### src/rtl/quant_pkg.sv
// quant_pkg: shared component encoding and default sizing for the quantizer scheduler
package quant_pkg;
    typedef enum logic [1:0] {COMP_Y = 2'd0, COMP_CB = 2'd1, COMP_CR = 2'd2} comp_t;
    localparam int DEF_LATENCY = 4;
    localparam int DEF_BUF_DEPTH = 4;
endpackage

### src/rtl/quant_scheduler_if.sv
// quant_scheduler_if: request, quantizer-control, result-buffer and drain signals of the scheduler
import quant_pkg::*;
interface quant_scheduler_if #(parameter int BUF_DEPTH = DEF_BUF_DEPTH);
    localparam int AW = $clog2(BUF_DEPTH);
    logic [2:0]    req_valid;
    logic [2:0]    req_ready;
    logic          q_enable;
    logic [1:0]    q_sel;
    logic          buf_wr_en;
    logic [AW-1:0] buf_wr_addr;
    logic [AW-1:0] buf_rd_addr;
    logic          out_valid;
    logic [1:0]    out_comp;
    logic          out_ready;
    logic          flush;
    logic          drain_done;
    logic [AW:0]   occupancy;
    modport master (
        output req_valid, out_ready, flush,
        input  req_ready, q_enable, q_sel, buf_wr_en, buf_wr_addr, buf_rd_addr,
               out_valid, out_comp, drain_done, occupancy
    );
    modport slave (
        input  req_valid, out_ready, flush,
        output req_ready, q_enable, q_sel, buf_wr_en, buf_wr_addr, buf_rd_addr,
               out_valid, out_comp, drain_done, occupancy
    );
endinterface

### src/rtl/rr_arbiter3.sv
// rr_arbiter3: three-way round-robin grant; priority rotates to the slot after each winner
module rr_arbiter3 (
    input  logic       clk,
    input  logic       rst,
    input  logic [2:0] req,
    input  logic       en,
    output logic [2:0] gnt,
    output logic [1:0] sel
);
    logic [1:0] ptr, p1, p2, win;
    always_comb begin
        p1 = ptr == 2'd2 ? 2'd0 : ptr + 2'd1;
        p2 = p1 == 2'd2 ? 2'd0 : p1 + 2'd1;
        win = req[ptr] ? ptr : req[p1] ? p1 : p2;
        gnt = en && req != 3'b000 ? 3'b001 << win : 3'b000;
        sel = gnt != 3'b000 ? win : 2'd0;
    end
    always_ff @(posedge clk) begin
        if (rst) ptr <= 2'd0;
        else if (gnt != 3'b000) ptr <= win == 2'd2 ? 2'd0 : win + 2'd1;
    end
endmodule

### src/rtl/quant_scheduler.sv
// quant_scheduler: credit-limited round-robin issue to a shared quantizer with a tag pipeline and result FIFO
import quant_pkg::*;
module quant_scheduler #(
    parameter int LATENCY   = DEF_LATENCY,
    parameter int BUF_DEPTH = DEF_BUF_DEPTH
) (
    input logic clk,
    input logic rst,
    quant_scheduler_if.slave bus
);
    localparam int AW = $clog2(BUF_DEPTH);
    localparam int OW = AW + 1;
    localparam int IW = $clog2(LATENCY + 1);
    localparam logic [0:0] RUN   = 1'b0;
    localparam logic [0:0] DRAIN = 1'b1;
    logic [0:0]         state;
    logic [LATENCY-1:0] vld;
    comp_t              pipe [LATENCY];
    comp_t              tag [BUF_DEPTH];
    logic [AW-1:0]      wr_ptr, rd_ptr;
    logic [OW-1:0]      occ;
    logic [IW-1:0]      inflight;
    logic [2:0]         gnt;
    logic [1:0]         sel;
    logic               issue_ok, issue, push, pop, done;
    rr_arbiter3 u_arb (
        .clk (clk),
        .rst (rst),
        .req (bus.req_valid),
        .en  (issue_ok),
        .gnt (gnt),
        .sel (sel)
    );
    // credit uses registered counts only, so a pop frees a slot one cycle later
    always_comb begin
        issue_ok = state == RUN && (int'(inflight) + int'(occ)) < BUF_DEPTH;
        issue = gnt != 3'b000;
        push = vld[LATENCY-1];
        pop = occ != '0 && bus.out_ready;
        done = state == DRAIN && inflight == '0 && occ == '0;
    end
    assign bus.req_ready   = gnt;
    assign bus.q_enable    = issue;
    assign bus.q_sel       = sel;
    assign bus.buf_wr_en   = push;
    assign bus.buf_wr_addr = wr_ptr;
    assign bus.buf_rd_addr = rd_ptr;
    assign bus.out_valid   = occ != '0;
    assign bus.out_comp    = tag[rd_ptr];
    assign bus.drain_done  = done;
    assign bus.occupancy   = occ;
    always_ff @(posedge clk) begin
        if (rst) begin
            state <= RUN;
            vld <= '0;
            wr_ptr <= '0;
            rd_ptr <= '0;
            occ <= '0;
            inflight <= '0;
            for (int k = 0; k < LATENCY; k++) pipe[k] <= COMP_Y;
            for (int k = 0; k < BUF_DEPTH; k++) tag[k] <= COMP_Y;
        end else begin
            state <= state == RUN ? (bus.flush ? DRAIN : RUN) : (done ? RUN : DRAIN);
            vld[0] <= issue;
            pipe[0] <= comp_t'(sel);
            for (int k = 1; k < LATENCY; k++) begin
                vld[k] <= vld[k-1];
                pipe[k] <= pipe[k-1];
            end
            inflight <= inflight + IW'(issue) - IW'(push);
            occ <= occ + OW'(push) - OW'(pop);
            if (push) begin
                tag[wr_ptr] <= pipe[LATENCY-1];
                wr_ptr <= wr_ptr + 1'b1;
            end
            if (pop) rd_ptr <= rd_ptr + 1'b1;
        end
    end
endmodule
### src/flat_wrapper.sv
// flat-port wrapper written by rule: the top's interface ports become plain ports
module quant_scheduler_flat 
#(
    parameter int LATENCY   = DEF_LATENCY,
    parameter int BUF_DEPTH = DEF_BUF_DEPTH
)
  (clk, rst, bus_req_valid, bus_out_ready, bus_flush, bus_req_ready, bus_q_enable, bus_q_sel, bus_buf_wr_en, bus_buf_wr_addr, bus_buf_rd_addr, bus_out_valid, bus_out_comp, bus_drain_done, bus_occupancy);
  quant_scheduler_if #(.BUF_DEPTH(BUF_DEPTH)) bus_i ();
  input logic clk;
  input logic rst;
  input wire logic [$bits(bus_i.req_valid)-1:0] bus_req_valid;
  input wire logic [$bits(bus_i.out_ready)-1:0] bus_out_ready;
  input wire logic [$bits(bus_i.flush)-1:0] bus_flush;
  output wire logic [$bits(bus_i.req_ready)-1:0] bus_req_ready;
  output wire logic [$bits(bus_i.q_enable)-1:0] bus_q_enable;
  output wire logic [$bits(bus_i.q_sel)-1:0] bus_q_sel;
  output wire logic [$bits(bus_i.buf_wr_en)-1:0] bus_buf_wr_en;
  output wire logic [$bits(bus_i.buf_wr_addr)-1:0] bus_buf_wr_addr;
  output wire logic [$bits(bus_i.buf_rd_addr)-1:0] bus_buf_rd_addr;
  output wire logic [$bits(bus_i.out_valid)-1:0] bus_out_valid;
  output wire logic [$bits(bus_i.out_comp)-1:0] bus_out_comp;
  output wire logic [$bits(bus_i.drain_done)-1:0] bus_drain_done;
  output wire logic [$bits(bus_i.occupancy)-1:0] bus_occupancy;
  assign bus_i.req_valid = bus_req_valid;
  assign bus_i.out_ready = bus_out_ready;
  assign bus_i.flush = bus_flush;
  assign bus_req_ready = bus_i.req_ready;
  assign bus_q_enable = bus_i.q_enable;
  assign bus_q_sel = bus_i.q_sel;
  assign bus_buf_wr_en = bus_i.buf_wr_en;
  assign bus_buf_wr_addr = bus_i.buf_wr_addr;
  assign bus_buf_rd_addr = bus_i.buf_rd_addr;
  assign bus_out_valid = bus_i.out_valid;
  assign bus_out_comp = bus_i.out_comp;
  assign bus_drain_done = bus_i.drain_done;
  assign bus_occupancy = bus_i.occupancy;
  quant_scheduler #(.LATENCY(LATENCY), .BUF_DEPTH(BUF_DEPTH)) u_core (.clk(clk), .rst(rst), .bus(bus_i));
endmodule
### config.mk
export PLATFORM = sky130hd
export DESIGN_NAME = quant_scheduler_flat
export DESIGN_NICKNAME = d
export VERILOG_FILES = /design/src/rtl/quant_pkg.sv /design/src/rtl/quant_scheduler_if.sv /design/src/rtl/rr_arbiter3.sv /design/src/rtl/quant_scheduler.sv /design/src/flat_wrapper.sv
export SDC_FILE = /design/constraint.sdc
export NUM_CORES = 1
export LEC_CHECK = 0
export BUFFER_PORTS_ARGS = -buffer_cell sky130_fd_sc_hd__clkbuf_2
export CAP_MARGIN = 10
export CORE_ASPECT_RATIO = 1.4
export CORE_MARGIN = 3
export CORE_UTILIZATION = 40
export DETAILED_ROUTE_END_ITERATION = 8
export PLACE_DENSITY_LB_ADDON = 0.05
export SYNTH_ARGS = -nofsm -noshare
export SYNTH_HDL_FRONTEND = slang
export SYNTH_SLANG_ARGS = --single-unit
### constraint.sdc
create_clock -name clk -period 3.15 [get_ports clk]
set_input_delay 0.315 -clock clk [delete_from_list [all_inputs] [get_ports clk]]
set_output_delay 0.315 -clock clk [all_outputs]
set_load 0.005 [all_outputs]
==> run summary, run 1 <==
The netlist uses 36 different library cells. For this configuration, the core starts out at a cell density of 0.431. The post-synthesis async set-or-reset flop share came out at 0.

From bottom edge to top edge, the die measures 78.7 um. The total half-perimeter wirelength after legalization and detailed placement came out at between 1.5 and 2 mm. The via count of the first global-routing pass was just over 1000. The max capacitance violation total came out at 0.

The number of max-slew violations in the final report is 0. The actual slew at the worst max-slew pin is 554 ps. The detail-routed net length per standard cell is around 12 um.

The signal on the critical path passes through ha_1 -> nor4_4 -> and3_4 -> inv_2 -> ha_1 -> inv_1 -> ha_1 -> fa_1 -> xnor2_1 -> xnor2_1 -> nor2_1. The run finished with clean final reports. After synthesis, the share of cell area in mux cells is 0.0298. STA classifies the critical path endpoint as a register.

The mean area per synthesized cell came out at roughly 11 um2. The power density of the placed cells came out at 829 nW/um2. The cts-stage hold buffer count is 0. The post-synthesis instance area came out at about 1500 um2.

Clock tree synthesis selected as its root buffer the cell sky130_fd_sc_hd__clkbuf_8. The clock sink count came out at 35. For this run, the top clock speed supported by timing is 377 MHz. In this design, the critical path's most frequently occurring cell is sky130_fd_sc_hd__ha_1. The clock transition at the registers of the reported paths is approximately 70 ps. In this run the tool buffered the top-level ports with 24 buffer cells. The maximum clock skew at final layout is 3.20 ps.

The die outline area is between 4000 and 5000 um2. The area growth from synthesis to layout is 17.0%. The number of filler cells placed in the layout is about 330.

The total global routing overflow came out at 0. The start of the worst register-to-register path is u_core.bus.occupancy[2]. The clock passes through at most 2 buffers.

The critical path in this run is classified as reg2reg. The number of antenna repair diodes is 0. The sequential cells in the finished layout cover a total of a little under 800 um2.

The total of warnings raised by yosys came out at 0. The initial antenna violation count came out at 0. The total routing usage reported by global routing is 0.126. The library cell used most frequently in the layout, excluding fill and tap cells, is sky130_fd_sc_hd__dfxtp_1. The count of endpoints failing setup in the final report came out at 0. The via count normalized by instance count is approximately 5.0. The main combinational cell family by area after synthesis is simple AND/OR/NAND/NOR gates.

For the worst setup path, the data required time is ~3300 ps. The setup TNS is 0 ps. The parity-gate share of the synthesized area counting xor and xnor cells came out at 0.0348. The destination of the worst hold path is u_core.state. The core region area is approximately 3500 um2.

After detailed placement, the total cell area comes to around 1700 um2. Setup repair after global routing left no endpoint under its margin. The first-pass GRT wire length came out at around 4.4 mm.

The finished cells cover 1770 um2. The weighted congestion reported at the end of routability-driven placement came out at a little under 0.7. The count of H-tree levels built during CTS came out at 2. The static leakage power came out at roughly 0.73 nW.

The worst hold path belongs to the class in2reg. The area of the multi-input gates came out at between 600 and 700 um2. The arrival time reported for the critical path endpoint came out at between 2000 and 3000 ps. The net count after synthesis is between 150 and 200. The number of enable-type register cells in the synthesized netlist is 8.

The number of nets in the layout is ~180. The minimum clock period came out at 2650 ps. The final count of hold timing violations came out at 0.

The detailed router placed 1039 vias in this run. The launch instance of the worst min-delay path is bus_flush. The worst hold path cell count came out at 3. The number of remaining DRC errors is 0. The pin count of the biggest net entering global routing came out at 31. The number of buffers and inverters on the critical path is 2. The count of cells along the worst register-to-register path is 11. The post-detailed-route count of antenna-violating nets is 0. The cell class contributing the biggest share of worst-path delay is adder cells. The biggest fanout along the worst timing path came out at 6. The maximum vdd drop came out at ~0.4 mV. The number of buffers inserted to repair setup after CTS is 0. The flip-flop and latch count after synthesis is 35. The floorplan has 25 rows. The later pin in the worst-skew pair is clocked with a latency of 280 ps. The fraction of layout instances using a drive strength above 1 came out at 0.256. Synthesis produced a netlist whose cell count is 140. The type of element launching the critical path is a register. The slowest stage of the critical path is the sky130_fd_sc_hd__fa_1 cell.

The CTS tree is yes. The number of gates resized after cts came out at 0. Leaving out fill and tap cells, the most frequent cells in the layout are sky130_fd_sc_hd__dfxtp_1, sky130_fd_sc_hd__clkbuf_2, sky130_fd_sc_hd__nor2_1. Counting the buffers created by CTS gives 5. The biggest cell delay along the critical path came out at about 380 ps.

The compound-gate portion of the synthesized area is 0.0679. The worst slew slack as a fraction of its limit is 0.631. Of the total synthesized cell area, the portion taken by AND, OR, NAND and NOR gates is 0.239. The sequential fraction of the synthesis area came out at 0.517.

Of the total synthesized cell area, the portion taken by full adders, half adders and majority gates is 0.0762. The setup slack of the worst register-to-register path came out at about 500 ps. The final wirelength came out at 2.45 mm.

The iteration-0 DRC count of the detailed router came out at 28. The horizontal die dimension is 58.0 um. The top-level port count came out at 25. In the synthesized netlist the dominant register cell turns out to be sky130_fd_sc_hd__dfxtp_1.

The endpoint identified for the worst register-to-register timing path is u_core.inflight[2]. The number of detailed-route iterations in the first pass came out at 3. The share of the cycle needed by the critical path after routing is 0.841.
==> where the power goes <==
| group | leakage (nW) | internal, mW | switching, mW |
|---|---|---|---|
| logic | 0.377 | 0.255 | 0.226 |
| registers | 0.303 | 0.542 | 0.0912 |
| clock network | 0.0548 | 0.199 | 0.152 |
==> worst min-delay path, stage by stage <==
cell,delay (ps)
sky130_fd_sc_hd__clkbuf_2,80
sky130_fd_sc_hd__nor2_1,80
sky130_fd_sc_hd__nor3_1,50
==> kinds of logic (layout without fill, tap and decap cells) <==
| family | after synthesis | after routing |
|---|---|---|
| and+or+nand+nor | 61 | 61 |
| DFF | 35 | 35 |
| AOI/OAI and AO/OA | 14 | 14 |
| buffers and inverters | 14 | 42 |
| adders and majority gates | 8 | 8 |
| xor gates and xnor gates | 6 | 6 |
| muxes | 2 | 2 |
==> cell usage after synthesis (2+ instances only) <==
master / n / area (um2)
sky130_fd_sc_hd__or3_4: 2 / 22.5
sky130_fd_sc_hd__nor2_1: 21 / 78.8
sky130_fd_sc_hd__nand2_1: 3 / 11.3
sky130_fd_sc_hd__clkbuf_1: 3 / 11.3
sky130_fd_sc_hd__fa_1: 2 / 40.0
sky130_fd_sc_hd__a21boi_0: 2 / 15.0
sky130_fd_sc_hd__o22ai_1: 2 / 12.5
sky130_fd_sc_hd__dfxtp_1: 27 / 541
sky130_fd_sc_hd__a211oi_1: 2 / 15.0
sky130_fd_sc_hd__nand2b_1: 6 / 37.5
sky130_fd_sc_hd__a21oi_1: 2 / 10.0
sky130_fd_sc_hd__edfxtp_1: 8 / 240
sky130_fd_sc_hd__xor2_1: 3 / 26.3
sky130_fd_sc_hd__inv_1: 9 / 33.8
sky130_fd_sc_hd__nor2b_1: 12 / 75.1
sky130_fd_sc_hd__mux4_2: 2 / 45.0
sky130_fd_sc_hd__nor3_1: 7 / 35.0
sky130_fd_sc_hd__xnor2_1: 3 / 26.3
sky130_fd_sc_hd__nor4_4: 2 / 42.5
sky130_fd_sc_hd__ha_1: 6 / 75.1
==> routing by layer <==
layer	GRT usage	up-vias	share of wire
li1	-	531	-
met1	0.132	481	0.42
met2	0.221	22	0.52
met3	0.0439	5	0.049
met4	0.0557	0	0.013
met5	0	-	0
==> through the flow <==
step | hold WS [ps] | utilization | total power, mW | instances | setup slack, ps
4_1_cts | 286 | 0.505 | 1.49 | 208 | 478
2_1_floorplan | 414 | - | 0.979 | 140 | 656
6_report | 289 | 0.505 | 1.46 | 208 | 500
3_3_place_gp | 418 | 0.475 | 1.13 | 200 | 582
5_1_grt | 309 | 0.505 | 1.59 | 208 | 337
3_5_place_dp | 425 | 0.475 | 1.13 | 200 | 504
==> worst max-delay path by stage <==
stage                            start            endpoint  slack [ps]  depth (start not counted)
2_1_floorplan  u_core.bus.occupancy[2]  u_core.inflight[2]         660                         11
3_3_place_gp   u_core.bus.occupancy[2]  u_core.inflight[2]         580                         11
3_5_place_dp   u_core.bus.occupancy[2]  u_core.inflight[2]         500                         11
4_1_cts        u_core.bus.occupancy[2]  u_core.inflight[2]         480                         11
5_1_grt        u_core.bus.occupancy[1]  u_core.inflight[2]         340                         11
6_report       u_core.bus.occupancy[2]  u_core.inflight[2]         500                         11
==> flip-flops by register name, indices dropped and copies added (netlist names), named ones only <==
signal / cells
u_core.pipe: 8
u_core.tag: 8
u_core.vld: 4
u_core.bus.occupancy: 3
u_core.inflight: 3
u_core.bus.buf_rd_addr: 2
u_core.bus.buf_wr_addr: 2
u_core.u_arb.ptr: 2
u_core.state: 1
==> final cells by class <==
type | instances | area share
clock buffer | 7 | 0.0545
clock inverter | 1 | 0.00354
inverter | 10 | 0.0212
multi-input combinational | 91 | 0.383
sequential | 35 | 0.442
tap | 40 | 0.0283
timing repair buffer | 24 | 0.0679
Power figures use the tool's default switching activity.
==> run 2: changes to the inputs <==
==> constraint.sdc (replaced) <==
create_clock -name clk -period 2.4 [get_ports clk]
set_input_delay 0.24 -clock clk [delete_from_list [all_inputs] [get_ports clk]]
set_output_delay 0.24 -clock clk [all_outputs]
set_load 0.005 [all_outputs]
==> run 2 against run 1 <==
Effect of this change:
- cell count increased by 3.8%
- critical path depth unchanged
- count of clock-buffer cells in the layout decreased by 2
- first-iteration DRC count increased by 18%
- largest power group unchanged
==> run summary, run 2 (synthesized netlist as in run 1, its figures left out) <==
The flow ran to the end, and the final reports show no timing, DRC or antenna violations. The max capacitance violation total is 0 (unchanged). TritonCTS built the clock tree. The clock tree root driver cell is sky130_fd_sc_hd__clkbuf_8. The actual slew at the worst max-slew pin came out at 552 ps (-2.21 ps). The post-detailed-route count of antenna-violating nets came out at 0 (unchanged). The number of buffers inserted by port buffering is 24 (unchanged). The static leakage power came out at 0.770 nW (+4.8%).

The maximum clock skew at final layout came out at 5.93 ps (+2.73 ps). The number of buffers inserted to repair setup after CTS came to 0 (unchanged). The clock network fraction of total power is 0.215 (-0.025). The pin count of the biggest net entering global routing came out at 31 (unchanged). In this run the critical register-to-register path is captured at u_core.inflight[2].

The largest registers in the layout are u_core.pipe: 8 flops, u_core.tag: 8 flops, u_core.vld: 4 flops. The height of the chip is 78.7 um (unchanged). The first-pass GRT wire length came out at 4.83 mm (+10%).

The arrival time reported for the critical path endpoint is 2490 ps (-310 ps). The buffering stage count on the worst path with inverters included came out at 2 (unchanged). The count of H-tree levels built during CTS is 2 (unchanged). The net switching share of the total power is 0.339 (+0.0191). The initial antenna violation count is 0 (unchanged). The number of nets in the layout is 190 (+4.4%). The setup slack of the worst register-to-register path is 70 ps (-430 ps). The number of clock buffers inserted by TritonCTS came out at 5 (unchanged). The type of the worst min-delay path is in2reg.

The initial core utilization came out at 0.431 (unchanged). The biggest fanout along the worst timing path is 2 (-4). The via count of the routed design came out at 1088 (+4.7%). The smallest hold slack came to 191 ps (-98.5 ps). The total area of sequential cells came out at 785 um2 (+0.48%). The share of the cycle needed by the critical path after routing came out at 0.971 (+0.129). The total half-perimeter wirelength after legalization and detailed placement came out at 2.04 mm (+11%). The total global routing overflow is 0 (unchanged). The biggest cell delay along the critical path is 350 ps (-30 ps). The horizontal die dimension is 58.0 um (unchanged). The final wirelength came out at 2.78 mm (+14%). The core region area is 3500 um2 (unchanged).

The worst-skew pair later-pin latency is 290 ps (about the same). The area of the multi-input gates is 722 um2 (+6.7%). The net switching power of the design came out at 0.698 mW (+49%). The weighted congestion reported at the end of routability-driven placement is 0.696 (+0.35%). The minimum clock period came out at 2330 ps (-321 ps). The power density of the placed cells is 1100 nW/um2 (+33%). The area growth from synthesis to layout is 23.3%. In this run the worst setup path begins at u_core.bus.occupancy[2]. The category of the worst setup path capture point is a register. The total routing usage reported by global routing is 0.141 (+0.0150). The part of the power in combinational logic came out at 0.391 (+0.063).

The signal on the critical path passes through ha_4 -> nor4_4 -> and3_4 -> inv_2 -> ha_4 -> inv_1 -> ha_2 -> fa_2 -> xnor2_2 -> xnor2_1 -> nor2_1. The type of the setup path with the least slack is reg2reg. The total power is 2.06 mW (+40%).

In this run the critical register-to-register path is launched from u_core.bus.occupancy[2]. The detail-routed net length per standard cell was 12.9 um (+9.5%). The logic depth of the worst setup path including buffers came out at 11 (unchanged). The worst slew slack as a fraction of its limit came to 0.632 (+0.00148). The share of total power in sequential cells is 0.394 (-0.038).

The top-level port count came out at 25 (unchanged). The number of remaining DRC errors was 0 (unchanged). The number of max-slew violations in the final report came to 0 (unchanged). The internal power came to 1.36 mW (+37%). The largest buffer count on any clock path came out at 2 (unchanged). The count of cells along the worst register-to-register path is 11 (unchanged). By instance count, the cell type seen most on the critical path is sky130_fd_sc_hd__ha_4. The fraction of layout instances using a drive strength above 1 came to 0.347 (+0.0906). The via count of the first global-routing pass came out at 1079 (+6.7%). The required time at the endpoint of the critical path is 2560 ps (-740 ps). The clock transition at the registers of the reported paths is 80 ps (about the same). The largest individual stage delay along the critical path comes from the cell sky130_fd_sc_hd__fa_2. The number of detailed-route iterations in the first pass is 5 (+2).

The standard-cell row count was 25 (unchanged). The clock sink count is 35 (unchanged). The number of antenna repair diodes is 0 (unchanged). Setup repair after global routing could not meet its margin everywhere. The cts-stage hold buffer count was 0 (unchanged). The maximum vdd drop is 0.743 mV (+85%). In the layout the commonest cells are sky130_fd_sc_hd__dfxtp_1, sky130_fd_sc_hd__clkbuf_2, sky130_fd_sc_hd__nor2_1. The startpoint identified for the worst hold timing path is bus_flush.

The die outline area is 4560 um2 (unchanged). The cell class contributing the biggest share of worst-path delay is adder cells. The via count normalized by instance count came out at 5.04 (+0.84%). The count of endpoints failing setup in the final report came out at 0 (unchanged). The endpoint of the most critical setup path is u_core.inflight[2]. The peak clock frequency supported by timing is 429 MHz (+14%). The number of filler cells placed in the layout came out at 323 (-3.3%). The worst setup path is launched from a register.

The iteration-0 DRC count of the detailed router is 33 (+18%). The final count of hold timing violations is 0 (unchanged).
## run 2: metal layers
layer / GRT usage / vias to the layer above / wire, um
met3: 0.0390 / 6 / 140
met2: 0.242 / 26 / 1500
met1: 0.155 / 508 / 1090
met4: 0.0696 / 0 / 57
met5: 0 / - / 0
li1: - / 548 / -
## run 2: layout make-up
type                    count  area share
flip-flops and latches     35       0.421
inverters                  10      0.0201
repair buffers             32      0.0966
clock inverters             3      0.0114
clock buffers               5      0.0369
multi-input cells          91       0.387
well taps                  40      0.0268
## run 2: power groups by stage
stage | clock, mW | sequential [mW] | combinational, mW
after floorplan | 0 | 0.817 | 0.474
after global placement | 0 | 0.813 | 0.763
after detailed placement | 0 | 0.820 | 0.781
after CTS | 0.456 | 0.806 | 0.800
after global routing | 0.480 | 0.830 | 0.918
final | 0.443 | 0.811 | 0.804
## run 2: worst min-delay path by stage
stage / endpoint / depth (start not counted)
global placement: u_core.pipe[3][1] / 1
CTS: u_core.state / 3
detailed placement: u_core.pipe[3][1] / 1
global route: u_core.state / 3
finish: u_core.state / 3
floorplan: u_core.state / 2
## run 2: per-stage QoR
step                      utilization  TNS, ps  area [um2]  cells  setup WS, ps
after CTS                       0.524        0        1830    216          6.02
after global placement          0.495        0        1730    208          34.7
final                           0.532        0        1860    216          70.7
after global routing            0.532    -67.7        1860    216         -67.7
after floorplan                     -    -24.4        1520    140         -24.4
after detailed placement        0.495    -43.0        1730    208         -43.0
## run 2: worst reg2reg max path: stages, from the launching register on
cell	delay, ps
sky130_fd_sc_hd__dfxtp_2	340
sky130_fd_sc_hd__ha_4	160
sky130_fd_sc_hd__nor4_4	280
sky130_fd_sc_hd__and3_4	230
sky130_fd_sc_hd__inv_2	50
sky130_fd_sc_hd__ha_4	250
sky130_fd_sc_hd__inv_1	30
sky130_fd_sc_hd__ha_2	160
sky130_fd_sc_hd__fa_2	350
sky130_fd_sc_hd__xnor2_2	160
sky130_fd_sc_hd__xnor2_1	140
sky130_fd_sc_hd__nor2_1	50
## run 2: timing repair
item,in CTS,in global routing
endpoints found under the hold margin,0,0
setup endpoints to repair,1,2
gates resized for setup,2,4
pin swaps,1,0
==> run 3: changes to the inputs <==
--- a/config.mk
+++ b/config.mk
@@ -11,6 +11,8 @@
 export CORE_MARGIN = 3
 export CORE_UTILIZATION = 40
 export DETAILED_ROUTE_END_ITERATION = 8
+export GPL_TIMING_DRIVEN = 0
+export HOLD_SLACK_MARGIN = 0.06
 export PLACE_DENSITY_LB_ADDON = 0.05
 export SYNTH_ARGS = -nofsm -noshare
 export SYNTH_HDL_FRONTEND = slang
==> run 3 against run 2 <==
Effect of this change:
- combinational power rose by 2%
- first-iteration DRC count down 24%
- non-clock buffer count up 3
- worst hold slack better by 13 ps
- wire length decreased by 1.0%
- largest power group unchanged
==> run summary, run 3 (synthesized netlist as in run 1, its figures left out) <==
The setup TNS came to 0 ps (unchanged). The maximum clock skew at final layout came out at 4.95 ps (-0.978 ps). The cts-stage hold buffer count is 0 (unchanged). The number of antenna repair diodes is 0 (unchanged). The actual slew at the worst max-slew pin is 489 ps (-62.2 ps). The total global routing overflow is 0 (unchanged). The clock transition at the registers of the reported paths came out at 80 ps (about the same). The setup slack of the worst register-to-register path is 40 ps (-30 ps).

The die outline area came out at 4560 um2 (unchanged). The height of the chip came out at 78.7 um (unchanged). The placed instance count is 204 (-1.9%).

The number of filler cells placed in the layout came out at 322 (-0.31%). The number of clock buffers inserted by TritonCTS came out at 5 (unchanged). The number of detailed-route iterations in the first pass is 3 (-2). The slowest stage of the critical path is the sky130_fd_sc_hd__dfxtp_4 cell.

The total area of sequential cells came out at 793 um2 (+1.1%). The largest buffer count on any clock path is 2 (unchanged). In the layout the commonest cells are sky130_fd_sc_hd__clkbuf_2, sky130_fd_sc_hd__dfxtp_1, sky130_fd_sc_hd__nor2_1.

The share of the cycle needed by the critical path after routing came out at 0.983 (+0.0128). The top-level port count is 25 (unchanged). The power density of the placed cells came out at 1110 nW/um2 (+0.79%).

The worst-skew pair later-pin latency is 280 ps (about the same). The startpoint identified for the worst hold timing path is bus_flush. The clock sink count came out at 35 (unchanged). The total half-perimeter wirelength after legalization and detailed placement is 1.97 mm (-3.4%). The via count of the routed design came out at 1093 (+0.46%). The iteration-0 DRC count of the detailed router came out at 25 (-24%). The standard-cell row count came out at 25 (unchanged). The peak clock frequency supported by timing is 424 MHz (-1.3%). The biggest fanout along the worst timing path came out at 2 (unchanged).

The horizontal die dimension was 58.0 um (unchanged). The count of H-tree levels built during CTS came out at 2 (unchanged). The worst hold path terminates at u_core.state. In this run the critical register-to-register path is captured at u_core.inflight[2]. The via count normalized by instance count is 4.99 (-0.92%). The static leakage power came to 0.782 nW (+1.6%).

By startpoint and endpoint, the worst setup path is classified as reg2reg. Leaving out fill and tap cells, the most frequent cell in the layout is sky130_fd_sc_hd__clkbuf_2. The weighted congestion reported at the end of routability-driven placement is 0.720 (+3.5%). The maximum vdd drop was 0.625 mV (-16%). The run finished with clean final reports. The via count of the first global-routing pass came to 1101 (+2.0%).

The detail-routed net length per standard cell came to 12.6 um (-2.4%). The initial antenna violation count came out at 0 (unchanged). The post-place setup slack is -188 ps (-145 ps).

Setup repair after global routing could not meet its margin everywhere. The first-pass GRT wire length came out at 4.76 mm (-1.4%). The post-detailed-route count of antenna-violating nets came out at 0 (unchanged). The max capacitance violation total is 0 (unchanged). The count of placed standard cells in the final layout, fillers left out was 219 (+1.4%). The count of cells along the worst register-to-register path is 11 (unchanged). The cell sitting at the root of the clock tree is a sky130_fd_sc_hd__clkbuf_8. The worst slew slack as a fraction of its limit came to 0.674 (+0.0415). The smallest hold slack came to 203 ps (+12.7 ps). The initial core utilization is 0.431 (unchanged). The total routing usage reported by global routing came to 0.137 (-0.00346). The minimum clock period was 2360 ps (+30.8 ps). The number of max-slew violations in the final report came out at 0 (unchanged). The library cell appearing most often on the critical path is sky130_fd_sc_hd__ha_4.

The count of endpoints failing setup in the final report came out at 0 (unchanged). The critical path goes through ha_4 -> nor4_4 -> and3_4 -> inv_4 -> ha_4 -> inv_2 -> ha_4 -> fa_2 -> xnor2_2 -> xnor2_1 -> nor2_1. The worst register-to-register path begins at u_core.bus.occupancy[2]. The final wirelength is 2.76 mm (-1.0%). The pin count of the biggest net entering global routing was 13 (-58%). The worst setup path is captured at a register.

The total power came out at 2.13 mW (+3.4%). The required time at the endpoint of the critical path came out at 2550 ps (about the same). The final count of hold timing violations was 0 (unchanged).

The tightest min-delay check is of the in2reg type. The minimum setup slack in the final design came out at 40.0 ps (-30.8 ps). The worst hold path cell count came to 3 (unchanged). The number of nets in the layout is 193 (+1.6%). The fraction of layout instances using a drive strength above 1 came out at 0.352 (+0.00536).

The area growth from synthesis to layout came out at 26.5%. The core region area came to 3500 um2 (unchanged). The biggest cell delay along the critical path came to 360 ps (about the same). The area of the multi-input gates came to 732 um2 (+1.4%).

The arrival time reported for the critical path endpoint came out at 2510 ps (+20 ps). The largest registers in the layout are u_core.pipe: 8 flops, u_core.tag: 8 flops, u_core.vld: 4 flops. The number of buffers inserted by port buffering is 24 (unchanged).

The worst setup path is launched from a register. The number of remaining DRC errors is 0 (unchanged). TritonCTS built the clock tree.
-- run 3: cell type report --
class	instances	share of cell area
tap	40	0.0262
inverter	10	0.0209
multi-input combinational	91	0.383
timing repair buffer	31	0.0903
buffer	4	0.00851
sequential	35	0.415
clock buffer	6	0.0491
clock inverter	2	0.00720
-- run 3: how the worst max path moves through the flow --
stage,startpoint,endpoint,slack [ps],cells past startpoint
final,u_core.bus.occupancy[2],u_core.inflight[2],40,11
after floorplan,u_core.bus.occupancy[2],u_core.inflight[2],-20,11
after global placement,u_core.bus.occupancy[2],u_core.inflight[2],-130,11
after detailed placement,u_core.bus.occupancy[2],u_core.inflight[2],-190,11
after global routing,u_core.bus.occupancy[2],u_core.inflight[2],-50,11
after CTS,u_core.inflight[2],u_core.inflight[2],-60,11
-- run 3: critical path: cells and delay by family, from the launching register on --
kind	cells	cell delay (ps)
fa+ha+maj	4	900
simple gates	3	590
flops	1	360
xor+xnor	2	300
buf+inv	2	80
-- run 3: repair_timing --
action	4_1_cts	5_1_grt
endpoints found under the setup margin	1	2
gates cloned	0	0
buffers inserted	5	2
pin swaps	7	6
resized for setup	10	3
-- run 3: power breakdown --
group	leakage, nW	switching, mW	internal (mW)
Clock	0.0563	0.215	0.267
Combinational	0.420	0.378	0.442
Sequential	0.306	0.102	0.723
-- run 3: per-layer routing --
| layer | GRT usage | part of all wire |
|---|---|---|
| met5 | 0 | 0 |
| met4 | 0.0487 | 0.011 |
| met1 | 0.139 | 0.41 |
| met2 | 0.257 | 0.54 |
| met3 | 0.0407 | 0.043 |
-- run 3: through the flow --
step | utilization | cell area, um2
after global placement | 0.483 | 1690
after global routing | 0.546 | 1910
after floorplan | - | 1520
final | 0.546 | 1910
after detailed placement | 0.483 | 1690
after CTS | 0.539 | 1890
